## config.mk

```make
export PLATFORM = sky130hd
export DESIGN_NAME = memory_access
export DESIGN_NICKNAME = d
export VERILOG_FILES = /design/src/rtl/memory_access_pkg.sv /design/src/rtl/memory_access_mem_align.sv /design/src/rtl/memory_access.sv
export SDC_FILE = /design/constraint.sdc
export NUM_CORES = 1
export LEC_CHECK = 0
export BUFFER_PORTS_ARGS = -buffer_cell sky130_fd_sc_hd__buf_2
export CAP_MARGIN = 5
export CORE_AREA = 3 3 314 316
export DETAILED_ROUTE_END_ITERATION = 8
export DIE_AREA = 0 0 317 319
export GPL_TIMING_DRIVEN = 0
export HOLD_SLACK_MARGIN = 0.05
export PLACE_DENSITY_LB_ADDON = 0.25
export SLEW_MARGIN = 20
export SYNTH_ARGS = -nofsm -noshare
export SYNTH_HDL_FRONTEND = slang
export SYNTH_SLANG_ARGS = --single-unit
```

## constraint.sdc

```tcl
create_clock -name clk -period 2.9 [get_ports clk]
set_clock_uncertainty 0.2 [all_clocks]
set_input_delay 0.29 -clock clk [delete_from_list [all_inputs] [get_ports clk]]
set_output_delay 0.29 -clock clk [all_outputs]
set_load 0.05 [all_outputs]
```

## src/rtl/memory_access_pkg.sv

```systemverilog
// Shared types for the MEM stage: bus sizes, decoded ops, pipeline register layouts
// and the op-classification helpers used by the stage and its lane aligner.
package memory_access_pkg;

    typedef logic [63:0] word_t;
    typedef logic [7:0]  strobe_t;
    typedef logic [4:0]  reg_addr_t;

    typedef enum logic [2:0] {
        MSIZE1 = 3'd0,
        MSIZE2 = 3'd1,
        MSIZE4 = 3'd2,
        MSIZE8 = 3'd3
    } msize_t;

    typedef enum logic [4:0] {
        OP_NOP, OP_ALU, OP_LUI, OP_AUIPC, OP_JAL, OP_JALR, OP_BRANCH,
        OP_LB, OP_LH, OP_LW, OP_LD, OP_LBU, OP_LHU, OP_LWU,
        OP_SB, OP_SH, OP_SW, OP_SD
    } op_t;

    typedef struct packed {
        logic         valid;
        logic [31:0]  inst;
        word_t        inst_pc;
        op_t          op;
        word_t        alu_result;
        word_t        write_mem_data;
        logic [63:0]  inst_counter;
        logic         jump;
    } ex_mem_t;

    typedef struct packed {
        logic         valid;
        logic [31:0]  inst;
        word_t        inst_pc;
        op_t          op;
        logic [63:0]  inst_counter;
        logic         reg_write_enable;
        reg_addr_t    reg_dest_addr;
        word_t        reg_write_data;
    } mem_wb_t;

    typedef struct packed {
        logic         reg_write_enable;
        reg_addr_t    reg_dest_addr;
        word_t        reg_write_data;
    } reg_writer_t;

    function automatic logic is_load(input op_t op);
        return (op == OP_LB) || (op == OP_LH) || (op == OP_LW) || (op == OP_LD) ||
               (op == OP_LBU) || (op == OP_LHU) || (op == OP_LWU);
    endfunction

    function automatic logic is_store(input op_t op);
        return (op == OP_SB) || (op == OP_SH) || (op == OP_SW) || (op == OP_SD);
    endfunction

    function automatic logic writes_rd(input op_t op);
        return (op == OP_ALU) || (op == OP_LUI) || (op == OP_AUIPC) ||
               (op == OP_JAL) || (op == OP_JALR) || is_load(op);
    endfunction

    function automatic msize_t op_size(input op_t op);
        msize_t size;
        size = MSIZE8;
        case (op)
            OP_LB, OP_LBU, OP_SB: size = MSIZE1;
            OP_LH, OP_LHU, OP_SH: size = MSIZE2;
            OP_LW, OP_LWU, OP_SW: size = MSIZE4;
            default:              size = MSIZE8;
        endcase
        return size;
    endfunction

    function automatic strobe_t size_mask(input msize_t size);
        strobe_t mask;
        mask = 8'hFF;
        case (size)
            MSIZE1:  mask = 8'h01;
            MSIZE2:  mask = 8'h03;
            MSIZE4:  mask = 8'h0F;
            default: mask = 8'hFF;
        endcase
        return mask;
    endfunction

endpackage

```

## src/rtl/memory_access_mem_align.sv

```systemverilog
// Combinational byte-lane logic: store strobes and data shifting, load extraction
// and sign/zero extension, all keyed by the op and the low three address bits.
module memory_access_mem_align
    import memory_access_pkg::*;
(
    input  op_t          op,
    input  logic [2:0]   offset,
    input  word_t        store_data,
    input  word_t        read_data,
    output msize_t       size,
    output strobe_t      strobe,
    output word_t        store_lanes,
    output word_t        load_data
);

    logic [5:0] shift;
    word_t      raw;

    assign size        = op_size(op);
    assign shift       = {offset, 3'b000};
    assign strobe      = is_store(op) ? strobe_t'(size_mask(size) << offset) : '0;
    assign store_lanes = store_data << shift;
    assign raw         = read_data >> shift;

    // NOTE: a default assignment ahead of the case keeps this purely combinational (no latch).
    always_comb begin
        load_data = raw;
        case (op)
            OP_LB:   load_data = {{56{raw[7]}},  raw[7:0]};
            OP_LH:   load_data = {{48{raw[15]}}, raw[15:0]};
            OP_LW:   load_data = {{32{raw[31]}}, raw[31:0]};
            OP_LBU:  load_data = {56'd0, raw[7:0]};
            OP_LHU:  load_data = {48'd0, raw[15:0]};
            OP_LWU:  load_data = {32'd0, raw[31:0]};
            default: load_data = raw;
        endcase
    end

endmodule

```

## src/rtl/memory_access.sv

```systemverilog
// MEM stage of the RV64 pipeline: issues dbus requests, stalls via ok, builds mem_wb
// and the EX bypass. Define MEM_STALL_COUNT_EN to add the stall_cycles counter output.
module memory_access
    import memory_access_pkg::*;
#(
    parameter int ADDR_W = 64,
    parameter int DATA_W = 64
) (
    input  logic               clk,
    input  logic               rst_n,
    input  ex_mem_t            ex_mem_state,
    input  logic               step,
    output mem_wb_t            mem_wb_state,
    output reg_writer_t        forward,
    output logic               ok,
    output logic               dreq_valid,
    output logic [ADDR_W-1:0]  dreq_addr,
    output msize_t             dreq_size,
    output strobe_t            dreq_strobe,
    output logic [DATA_W-1:0]  dreq_data,
    input  logic               dresp_addr_ok,
    input  logic               dresp_data_ok,
    input  logic [DATA_W-1:0]  dresp_data
`ifdef MEM_STALL_COUNT_EN
    ,
    output logic [63:0]        stall_cycles
`endif
);

    localparam logic [1:0] S_IDLE = 2'd0;
    localparam logic [1:0] S_WAIT = 2'd1;
    localparam logic [1:0] S_DONE = 2'd2;

    logic [1:0] state;
    logic [1:0] state_next;
    word_t      load_buf;
    word_t      load_data;
    word_t      store_lanes;
    logic       mem_op;
    logic       issuing;
    logic       capture;
    logic       unused_bits;

    assign mem_op  = ex_mem_state.valid && (is_load(ex_mem_state.op) || is_store(ex_mem_state.op));
    assign issuing = ((state == S_IDLE) && mem_op) || (state == S_WAIT);
    assign capture = issuing && dresp_data_ok;

    always_comb begin
        state_next = state;
        case (state)
            S_IDLE:  if (mem_op) state_next = dresp_data_ok ? S_DONE : S_WAIT;
            S_WAIT:  if (dresp_data_ok) state_next = S_DONE;
            S_DONE:  if (step) state_next = S_IDLE;
            default: state_next = S_IDLE;
        endcase
    end

    // NOTE: registered state uses non-blocking assignments so every flop samples pre-edge values.
    always_ff @(posedge clk) begin
        if (!rst_n) begin
            state    <= S_IDLE;
            load_buf <= '0;
        end else begin
            state <= state_next;
            if (capture) load_buf <= dresp_data;
        end
    end

    // Load data is always taken from load_buf, so DONE holds a stable result until step.
    memory_access_mem_align u_align (
        .op          (ex_mem_state.op),
        .offset      (ex_mem_state.alu_result[2:0]),
        .store_data  (ex_mem_state.write_mem_data),
        .read_data   (load_buf),
        .size        (dreq_size),
        .strobe      (dreq_strobe),
        .store_lanes (store_lanes),
        .load_data   (load_data)
    );

    assign ok         = (state == S_DONE) || ((state == S_IDLE) && !mem_op);
    assign dreq_valid = issuing;
    assign dreq_addr  = ADDR_W'(ex_mem_state.alu_result);
    assign dreq_data  = DATA_W'(store_lanes);

    always_comb begin
        mem_wb_state.valid            = ex_mem_state.valid;
        mem_wb_state.inst             = ex_mem_state.inst;
        mem_wb_state.inst_pc          = ex_mem_state.inst_pc;
        mem_wb_state.op               = ex_mem_state.op;
        mem_wb_state.inst_counter     = ex_mem_state.inst_counter;
        mem_wb_state.reg_dest_addr    = ex_mem_state.inst[11:7];
        mem_wb_state.reg_write_enable = ex_mem_state.valid && writes_rd(ex_mem_state.op) &&
                                        (ex_mem_state.inst[11:7] != 5'd0);
        mem_wb_state.reg_write_data   = is_load(ex_mem_state.op) ? load_data
                                                                 : ex_mem_state.alu_result;
    end

    // A load still in flight must never reach the bypass with stale data.
    assign forward.reg_write_enable = mem_wb_state.reg_write_enable && ok;
    assign forward.reg_dest_addr    = mem_wb_state.reg_dest_addr;
    assign forward.reg_write_data   = mem_wb_state.reg_write_data;

    assign unused_bits = ex_mem_state.jump ^ dresp_addr_ok;

    // Once issued, a request stays up until the bus accepts its address.
    assert property (@(posedge clk)
        (rst_n && dreq_valid && !dresp_addr_ok) |=> (dreq_valid || !rst_n));

`ifdef MEM_STALL_COUNT_EN
    always_ff @(posedge clk) begin
        if (!rst_n) stall_cycles <= '0;
        else if (!ok) stall_cycles <= stall_cycles + 64'd1;
    end
`else
    // Stall instrumentation is compiled out in this build.
`endif

endmodule

```

== Word level (Yosys, flattened, before mapping) ==
Memory sizes are Yosys's and may differ from the RTL's.
Cells that the tools add are included.

* Register bits after elaboration: 66
* Bits in read-only memories: 64
* Output and inout port bits: 447
* Word-level logic and storage cells: 67
* Memories: 1

* Equal/unequal tests: 23
* Shifts and indexed selects: 3
* Multiplexer cells: 9
* Reductions and logical operators: 29

{| class="wikitable"
|+ Memory list
! name !! depth !! bits a word !! rd ports !! clocked after memory_dff !! wr ports !! RTL line !! text
|-
| (name not given) || 32 || 2 || 1 || 0 || 0 || memory_access_pkg.sv:67 || <nowiki>case (op)</nowiki>
|}

{| class="wikitable"
|+ Operator list
! cell !! count
|-
| 64-bit case mux with 6 select lines || 1
|-
| 64-bit two-way mux || 1
|-
| 64-bit by 6-bit << shifter with 64-bit output || 1
|-
| 64-bit by 6-bit >> shifter with 64-bit output || 1
|-
| 5-bit by 4-bit equality test with 1-bit output, second input constant || 8
|-
| 8-bit case mux with 3 select lines || 1
|-
| 1-bit logical OR || 17
|-
| 5-bit by 3-bit equality test with 1-bit output, second input constant || 3
|-
| 5-bit by 2-bit equality test with 1-bit output, second input constant || 2
|-
| 5-bit equality test, second input constant || 2
|-
| 2-bit two-way mux || 4
|-
| 8-bit two-way mux || 1
|-
| 8-bit by 3-bit << shifter with 8-bit output || 1
|-
| 1-bit logical AND || 7
|-
| 2-bit != test, second input constant || 3
|-
| 2-bit case mux with 3 select lines || 1
|-
| 5-bit by 1-bit equality test with 1-bit output, second input constant || 1
|-
| 5-bit nonzero test || 1
|-
| 3-bit by 1-bit equality test with 1-bit output, second input constant || 1
|-
| 3-bit by 2-bit equality test with 1-bit output, second input constant || 1
|-
| 3-bit logical NOT || 1
|-
| 3-bit AND reduction || 1
|-
| 2-bit by 1-bit equality test with 1-bit output, second input constant || 1
|-
| 2-bit equality test, second input constant || 1
|-
| other kinds (2) || 2
|}

== Depth between registers and ports, before layout ==
Gate-level depths: netlist of the first run.

* Depth in word-level cells: 13
* Gate-level depth with buffers: 9

== Cells and area by module ==
A second synthesis of the first run with hierarchy kept.

* Cell total of the unflattened synthesis: 1293
* Area total of the unflattened synthesis: 9879.5 um^2

{| class="wikitable"
|+ By module, submodules not included
! module !! times used !! cells an instance !! area each (um^2) !! seq. area each (um^2)
|-
| memory_access || 1 || 676 || 5851.9 || 1321.3
|-
| memory_access_mem_align || 1 || 617 || 4027.6 || 0.0
|}

== Least setup slack after synthesis of the first run ==
No wires, ideal clock.

* Path kind: input to output
* Start: input port ex_mem_state[193] (netlist name)
* End: output port dreq_strobe[2]
* Arrival: 4.318 ns
* Data required time: 2.410 ns
* Setup slack: -1.908 ns
* Stages: 7
* Buffers on the path: 0
* Cells stage by stage: inv_1 ha_1 or3_1 a21boi_1 nor2_1 a211oi_1 a2111oi_0

* Longest elaborated chain between the ends: 5
* Elaborated cells on any way between the ends: 14
* Those cells by class: eq/ne (6); shift (1); mux (2); reduce/logical (4); memory (1)

{| class="wikitable"
|+ Ends and longest elaborated chain
! what !! RTL line !! text
|-
| start: declaration || memory_access.sv:11 || <nowiki>input ex_mem_t ex_mem_state,</nowiki>
|-
| memory read 32 x 2 bit * || - ||
|-
| named net dreq_size[0] || memory_access.sv:18 || <nowiki>output msize_t dreq_size,</nowiki>
|-
| 3-bit by 2-bit equality test with 1-bit output, or another cell as far along || memory_access_pkg.sv:79 || <nowiki>case (size)</nowiki>
|-
| 8-bit case mux with 3 select lines * || memory_access_pkg.sv:79 ||
|-
| 8-bit by 3-bit << shifter with 8-bit output * || memory_access_mem_align.sv:21 || <nowiki>assign strobe = is_store(op) ? strobe_t'(size_mask(size) << offset) : '0;</nowiki>
|-
| 8-bit two-way mux * || memory_access_mem_align.sv:21 ||
|-
| end: declaration || memory_access.sv:19 || <nowiki>output strobe_t dreq_strobe,</nowiki>
|}

The timed path passes the listed nets; every way through them passes the cells marked *.

==> impl_metrics.ini, run 1 <==
[floorplanning]
ios = 811
start_util_pct = 10.3
die_h_um = 319
die_w_um = 317
die_area_um2 = 101000
rows = 114
core_area_um2 = 96300

[timing]
post-route-period-util_pct = 106
layout_setup_ws_ps = -167
worstMarginPinSlew_ps = 792
rsz0062_at_grt = yes
finalHoldViolations = 0
achievable-frequency_mhz = 326
post-route-min-period_ps = 3070
slew_viol_final = 0
finalSetupViolCount = 68
whs_ps = 60.0
slew_headroom_pct = 47.2

[global_route]
gr-total-overflow = 0
grt_max_degree = 15
grt_use_total_pct = 15.1
grt_pass1_wl_mm = 106
grt_antenna_before_repair = 31
first_global_vias = 12415

[detailed_routing]
detail-route-antenna-nets = 0
vias = 12734
drc = 0
wire_per_inst_um = 24.0
routed_via_density = 3.73
drtPass1Iterations = 6
drt_iter0_markers = 802
wirelength_mm = 81.9

[critical_path]
cp-start-kind = register
cp_max_fo = 6
critPathKind = register to output pin
worstPathArrival_ps = 2580
required_ps = 2410
end_kind = output pin

[synth]
ys_types = 60
netlist_instances = 1371
yosys.area.top_type = buf_4
synth-async-reset-ratio_pct = 0
yosys_register_bits = 66
synth_seq_area_share_pct = 13.3
synthTopCellsByArea = buf_4, mux2i_1, dfxtp_1, nand2_1, nor2_1
avgSynthCellArea_um2 = 7.24
synth_edf_count = 0
synth_top_flop_cell = dfxtp_1
mappedNetlistArea_um2 = 9930
ys_warn_count = 0
synth_top_area_share_pct = 23.2
syn-num-nets = 1739

[final_layout]
final_common_cell = buf_2
instances_no_fill = 3412
finalNetCount = 2485
layout_common_cells = buf_2, buf_4, mux2i_1, nand2_1, nor2_1
fillerInstances = 10903
final_layout_size_suffix_gt1_share_pct = 60.1
area_growth_pct = 86.5
final_util_pct = 19.2

[status]
violations = negative setup slack
outcome = complete, but fails checks

[pwr]
peakVddDrop_uv = 232
p_leak_nw = 8.39
cellPowerDensity_nw_per_um2 = 356

[min_path]
hp-class = input port to register

[place]
io_buffers = 650
gp_congestion = 0.862
dp_hpwl_mm = 70.6
dp_cells = 3298

[clocking]
cts_sinks = 66
cts_buffers = 9
root_buffer = clkbuf_16
cts_max_level = 3
clkSlewWorstSetupHoldPaths_ps = 60
cts_tree = yes
clk_latency_ps = 330
clk_path_buf_depth = 2

[flow_run]
max-cap-violations = 0
## cells by family after synthesis
| group | synth area share, % |
|---|---|
| adders and majority gates | 0.504 |
| DFF | 13.3 |
| xor gates and xnor gates | 0.0882 |
| other | 0.0378 |
| AOI/OAI and AO/OA | 17.5 |
| and+or+nand+nor | 16.2 |
| buffers and inverters | 28.6 |
| muxes | 23.8 |
## repair_timing
action                     CTS  global route
cloned                       3             1
gates resized for setup    426            87
pin swaps                   27            17
hold buffers                59             0
hold endpoints to repair    59             0
setup endpoints to repair  193           132
buffers inserted            20             7
## per-stage QoR
stage	worst slack [ps]	total power [mW]	area, µm²	setup TNS, ps
detailed placement	-1780	4.99	15500	-179610
floorplan	-246	3.79	10700	-1190
global placement	-1780	4.99	15500	-188020
finish	-167	6.59	18500	-5240
global route	-214	6.86	18500	-8590
CTS	-303	6.60	18200	-12770
## worst paths after layout
check / to / slack (ps) / startpoint / cells past startpoint
max reg2reg: state[1] / 1210 / state[1] / 6
min reg2reg: load_buf[0] / 270 / load_buf[0] / 2
min: load_buf[43] / 60 / dresp_data[43] / 3
max: mem_wb_state[18] / -170 / load_buf[39] / 10
## power by group
part	internal [mW]	switching [mW]
logic	1.49	2.97
registers	0.940	0.0673
clock network	0.682	0.442
total	3.11	3.47
## synthesized netlist by cell type (20+ instances only)
library cell and instances:
a211oi_1 24, dfxtp_1 66, o21ai_0 51, a31oi_1 26
mux2_2 20, o22ai_1 24, buf_4 307, nor2_1 139
buf_2 37, mux2i_1 191, a21oi_1 99, clkbuf_1 47
nand2_1 170
## layout make-up
cell class | instances | area [µm²] | share of cell area, %
Sequential cell | 66 | 1340 | 7.23
Multi-Input combinational cell | 891 | 7070 | 38.2
Antenna cell | 14 | 35.0 | 0.189
Inverter | 7 | 26.3 | 0.142
Clock buffer | 9 | 225 | 1.22
Buffer | 404 | 3230 | 17.4
Timing Repair Buffer | 738 | 4920 | 26.6
Tap cell | 1276 | 1600 | 8.62
Clock inverter | 7 | 83.8 | 0.453
## flip-flops by register name, indices dropped and copies added, names as in the netlist
signal    cells
load_buf     64
state         2
## routing by layer
| layer | vias up | routed length (µm) | GRT usage [%] |
|---|---|---|---|
| li1 | 5959 | - | - |
| met1 | 5992 | 33700 | 19.0 |
| met2 | 639 | 39500 | 25.8 |
| met3 | 116 | 6100 | 3.37 |
| met4 | 28 | 2460 | 4.32 |
| met5 | - | 195 | 0 |
## worst max-delay path, cell delays in order (launching register included)
cell     delay, ps
dfxtp_4        360
mux4_2         500
mux2_4         300
buf_6          130
a31oi_4        160
buf_12         160
buf_12         140
buf_6          100
a31oi_4         90
buf_6          140
buf_8          140
Power figures use the tool's default switching activity.
==> inputs of run 2 (changes only) <==
- ABC_AREA: default -> 1
- BUFFER_PORTS_ARGS: -buffer_cell sky130_fd_sc_hd__buf_2 -> -buffer_cell sky130_fd_sc_hd__clkbuf_2
- MAX_ROUTING_LAYER: default -> met4
==> impl_metrics.ini, run 2 <==
[place]
postPlaceCellArea_um2 = 14900
dp_cells = 3708
dp_hpwl_mm = 69.7
io_buffers = 647
dp_slack_ps = -1180
gp_congestion = 0.883

[final_layout]
final-seq-area_um2 = 1330
largest_reg_flops = 64
final_util_pct = 18.0
layout_common_cells = clkbuf_2, nand2_1, buf_4, nor2_1, nand3_1
final_layout_size_suffix_gt1_share_pct = 53.1
final_common_cell = clkbuf_2
stdcell_area_um2 = 17300
fillerInstances = 11259
area_growth_pct = 75.1
instances_no_fill = 3776
largest-register = load_buf
reg.largest.list = load_buf (64), state (2)
finalNetCount = 2840
multi_input_area_um2 = 6290

[global_route]
grt_max_degree = 14
gr-total-overflow = 0
first_global_vias = 13330
grt_use_total_pct = 14.9
grt_pass1_wl_mm = 103
grt_antenna_before_repair = 28

[synth]
yosys_register_bits = 66
synth_most_common_cell = nand2_1
synth_seq_area_share_pct = 13.4
ys_warn_count = 0
synth_edf_count = 0
syn-num-nets = 2153
mappedNetlistArea_um2 = 9890
synth-async-reset-ratio_pct = 0
synth_top_area_share_pct = 23.8
synth_top_flop_cell = dfxtp_1
netlist_top_cells_count = nand2_1, nor2_1, buf_4
netlist_instances = 1785
avgSynthCellArea_um2 = 5.54
yosys.area.top_type = buf_4
ys_types = 33
synthTopCellsByArea = buf_4, nand2_1, dfxtp_1, nor2_1, nand3_1

[detailed_routing]
wirelength_mm = 78.2
drtPass1Iterations = 5
vias = 13858
routed_via_density = 3.67
wire_per_inst_um = 20.7
detail-route-antenna-nets = 0
drt_iter0_markers = 809
drc = 0

[pwr]
cellPowerDensity_nw_per_um2 = 396
p_leak_nw = 8.60
peakVddDrop_uv = 234
power.total_mw = 6.86

[clocking]
cts_tree = yes
cts_buffers = 9
root_buffer = clkbuf_16
cts_max_level = 3
cts_sinks = 66
clkSlewWorstSetupHoldPaths_ps = 60
clk_path_buf_depth = 2
clk_latency_ps = 330

[timing]
layout_setup_ws_ps = 29.1
worstMarginPinSlew_ps = 831
fin_tns_setup_ps = 0
rsz0062_at_grt = yes
whs_ps = 67.1
slew_viol_final = 0
post-route-period-util_pct = 99.0
achievable-frequency_mhz = 348
slew_headroom_pct = 44.6
post-route-min-period_ps = 2870
finalHoldViolations = 0
finalSetupViolCount = 0

[critical_path]
cp-start-kind = register
startpoint = load_buf[63]
required_ps = 2410
cp_max_fo = 5
end_kind = output pin
critPathKind = register to output pin
worstPathArrival_ps = 2380
r2r_start = state[0]

[floorplanning]
ios = 811
die_area_um2 = 101000
die_h_um = 319
rows = 114
core_area_um2 = 96300
start_util_pct = 10.3
die_w_um = 317

[status]
outcome = finished clean

[min_path]
min_from = dresp_data[2]
hp-class = input port to register

[flow_run]
max-cap-violations = 0
run 2: changes by cell type after synthesis, moves of 17 or more:
cell      change
nand2_1     +215
nor2_1      +179
mux2i_1     -164
nand3_1     +123
inv_1       +102
o21ai_0      +73
a211oi_1     -24
a31oi_1      -22
mux2_2       -20
o22ai_1      -18
nor2b_1      -17
run 2: metal layers:
layer	vias to the layer above	global-route usage [%]	share of wire, %	wire length, µm
li1	6769	-	-	-
met1	6455	18.4	42	32700
met2	571	24.3	47	36800
met3	63	4.11	8.6	6750
met4	0	3.22	2.4	1860
met5	-	-	0	0
run 2: where the power goes:
group	switching, mW	internal, mW
registers	0.0633	0.970
clock network	0.430	0.582
logic	3.33	1.49
run 2: layout make-up:
type / instances / area share (%)
Tap cell: 1276 / 9.22
Buffer: 421 / 17.7
Antenna cell: 23 / 0.332
Multi-Input combinational cell: 1179 / 36.3
Timing Repair Buffer: 677 / 24.6
Sequential cell: 66 / 7.68
Clock inverter: 7 / 0.303
Clock buffer: 9 / 1.30
Inverter: 118 / 2.60
run 2: what timing repair did:
item                                    in CTS  in global routing
buffers inserted                            12                 10
hold endpoints to repair                     2                  0
endpoints found under the setup margin     186                161
gates cloned                                 2                  4
pin swaps                                   19                 31
hold buffers                                 2                  0
gates resized for setup                    336                273
run 2: logic make-up after synthesis:
group,count (synthesis),synth area share [%]
AOI/OAI and AO/OA,287,15.3
adders and majority gates,4,0.506
buffers and inverters,540,32.9
DFF,66,13.4
muxes,27,2.73
other,1,0.0379
and+or+nand+nor,860,35.1
run 2: critical path: stages (launching register included):
cell and delay (ps):
dfxtp_2 330, inv_2 70, nand2_1 80, o21ai_2 90, o21ai_2 220, nand2_2 100, nand2_2 110, nand3_4 120
nand3_4 140, buf_12 150, clkbuf_16 160, nor2_4 50, nor2_4 170, buf_6 120, buf_8 130
run 2: worst paths after layout:
kind | to | slack [ps] | depth (start not counted)
setup reg to reg | load_buf[37] | 1080 | 8
hold reg to reg | load_buf[60] | 280 | 2
setup / recovery | mem_wb_state[59] | 30 | 14
hold / removal | load_buf[2] | 70 | 5
==> inputs of run 3 (changes only) <==
- GPL_ROUTABILITY_DRIVEN: default -> 1
- SKIP_LAST_GASP: default -> 1
- clock period: 2.9 -> 3.26 ns (I/O delays scaled with it)
==> impl_metrics.ini, run 3 (same netlist as run 2, synthesis figures left out) <==
[floorplanning]
die_w_um = 317
rows = 114
ios = 811
die_h_um = 319
core_area_um2 = 96300
start_util_pct = 10.3
die_area_um2 = 101000

[critical_path]
cp_max_fo = 10
worstPathArrival_ps = 2730
required_ps = 2730
r2r_setup_slack_ps = 1460
r2r_start = state[0]
reg2reg_depth = 8
cp-start-kind = register
timing.rr.end = load_buf[52]
end_kind = output pin
critPathKind = register to output pin

[detailed_routing]
routed_via_density = 3.63
drc = 0
drtPass1Iterations = 5
wire_per_inst_um = 21.0
vias = 13595
drt_iter0_markers = 948
detail-route-antenna-nets = 0
wirelength_mm = 78.7

[place]
gp_congestion = 0.900
dp_hpwl_mm = 70.7
io_buffers = 647
postPlaceCellArea_um2 = 14700

[pwr]
p_leak_nw = 8.17
peakVddDrop_uv = 263
cellPowerDensity_nw_per_um2 = 378
power.total_mw = 6.00

[timing]
finalSetupViolCount = 0
slew_headroom_pct = 43.6
slew_viol_final = 0
finalHoldViolations = 0
rsz0062_at_grt = yes
achievable-frequency_mhz = 307
worstMarginPinSlew_ps = 837
post-route-min-period_ps = 3250
post-route-period-util_pct = 99.8

[min_path]
min_from = step
min_to = state[1]
hp-class = input port to register
min_delay_path_depth = 3

[clocking]
root_buffer = clkbuf_16
cts_sinks = 66
clk_path_buf_depth = 2
clk_latency_ps = 330
cts_tree = yes
cts_max_level = 3
cts_buffers = 9
clkSlewWorstSetupHoldPaths_ps = 60

[final_layout]
finalNetCount = 2816
area_growth_pct = 60.2
reg.largest.list = load_buf (64), state (2)
final_common_cell = clkbuf_2
largest_reg_flops = 64
largest-register = load_buf
final_layout_size_suffix_gt1_share_pct = 47.4
layout_common_cells = clkbuf_2, nand2_1, buf_4, nor2_1, nand3_1
stdcell_area_um2 = 15900

[global_route]
grt_max_degree = 20
gr-total-overflow = 0
grt_antenna_before_repair = 14
grt_use_total_pct = 15.0
grt_pass1_wl_mm = 103
first_global_vias = 12754

[status]
outcome = finished clean

[flow_run]
max-cap-violations = 0
==> run 3: worst max-delay path by stage <==
| stage | startpoint | to | slack, ps | cells after the start |
|---|---|---|---|---|
| 6_report | load_buf[63] | mem_wb_state[56] | 6 | 13 |
| 2_1_floorplan | ex_mem_state[193] | mem_wb_state[27] | 50 | 14 |
| 4_1_cts | load_buf[23] | mem_wb_state[36] | -150 | 12 |
| 3_5_place_dp | ex_mem_state[193] | mem_wb_state[0] | -650 | 14 |
| 3_3_place_gp | ex_mem_state[193] | mem_wb_state[0] | -660 | 14 |
| 5_1_grt | load_buf[63] | mem_wb_state[56] | -70 | 13 |
==> run 3: metal layers <==
layer | routed length (µm) | track usage [%] | share of wire (%) | vias up
li1 | - | - | - | 6715
met1 | 34100 | 19.1 | 43 | 6273
met2 | 38000 | 24.9 | 48 | 571
met3 | 5790 | 2.98 | 7.4 | 36
met4 | 898 | 1.89 | 1.1 | 0
met5 | 0 | - | 0 | -
==> run 3: layout make-up <==
cell class / instances / area (µm²)
Clock inverter: 6 / 95.1
Fill cell: 11321 / 80400
Multi-Input combinational cell: 1179 / 5780
Inverter: 118 / 443
Buffer: 421 / 2900
Antenna cell: 14 / 35.0
Clock buffer: 10 / 239
Timing Repair Buffer: 653 / 3450
Sequential cell: 66 / 1320
Tap cell: 1276 / 1600
==> run 3: worst max-delay path, stage by stage, from the launching register on <==
cell,delay [ps]
dfxtp_1,320
inv_1,220
nand2_1,80
o21ai_1,220
o21ai_2,140
nand2_1,90
nand2_1,110
nand3_2,150
nand3_4,160
buf_8,200
nor2_1,240
nor2_2,100
buf_4,140
clkbuf_4,210
==> run 3: power breakdown <==
| group | internal (mW) | total (mW) | switching, mW |
|---|---|---|---|
| registers | 0.862 | 0.924 | 0.0618 |
| logic | 1.08 | 3.99 | 2.91 |
| clock network | 0.700 | 1.08 | 0.384 |
==> run 3: per-stage QoR <==
step / hold WS, ps / utilization [%] / setup TNS [ps] / instances / setup WS (ps)
2_1_floorplan: 252 / - / 0 / 1785 / 47.1
3_3_place_gp: 264 / 15.3 / -39800 / 3708 / -656
4_1_cts: 81.7 / 16.1 / -1590 / 3728 / -147
3_5_place_dp: 271 / 15.3 / -39420 / 3708 / -655
5_1_grt: 104 / 16.5 / -624 / 3742 / -73.3
6_report: 73.5 / 16.5 / 0 / 3743 / 5.56
==> run 3: timing repair <==
| item | CTS | global route |
|---|---|---|
| endpoints found under the setup margin | 159 | 119 |
| setup buffers | 5 | 1 |
| pin swaps | 5 | 5 |
| gates resized for setup | 152 | 124 |
| hold buffers | 0 | 0 |
| endpoints found under the hold margin | 0 | 0 |
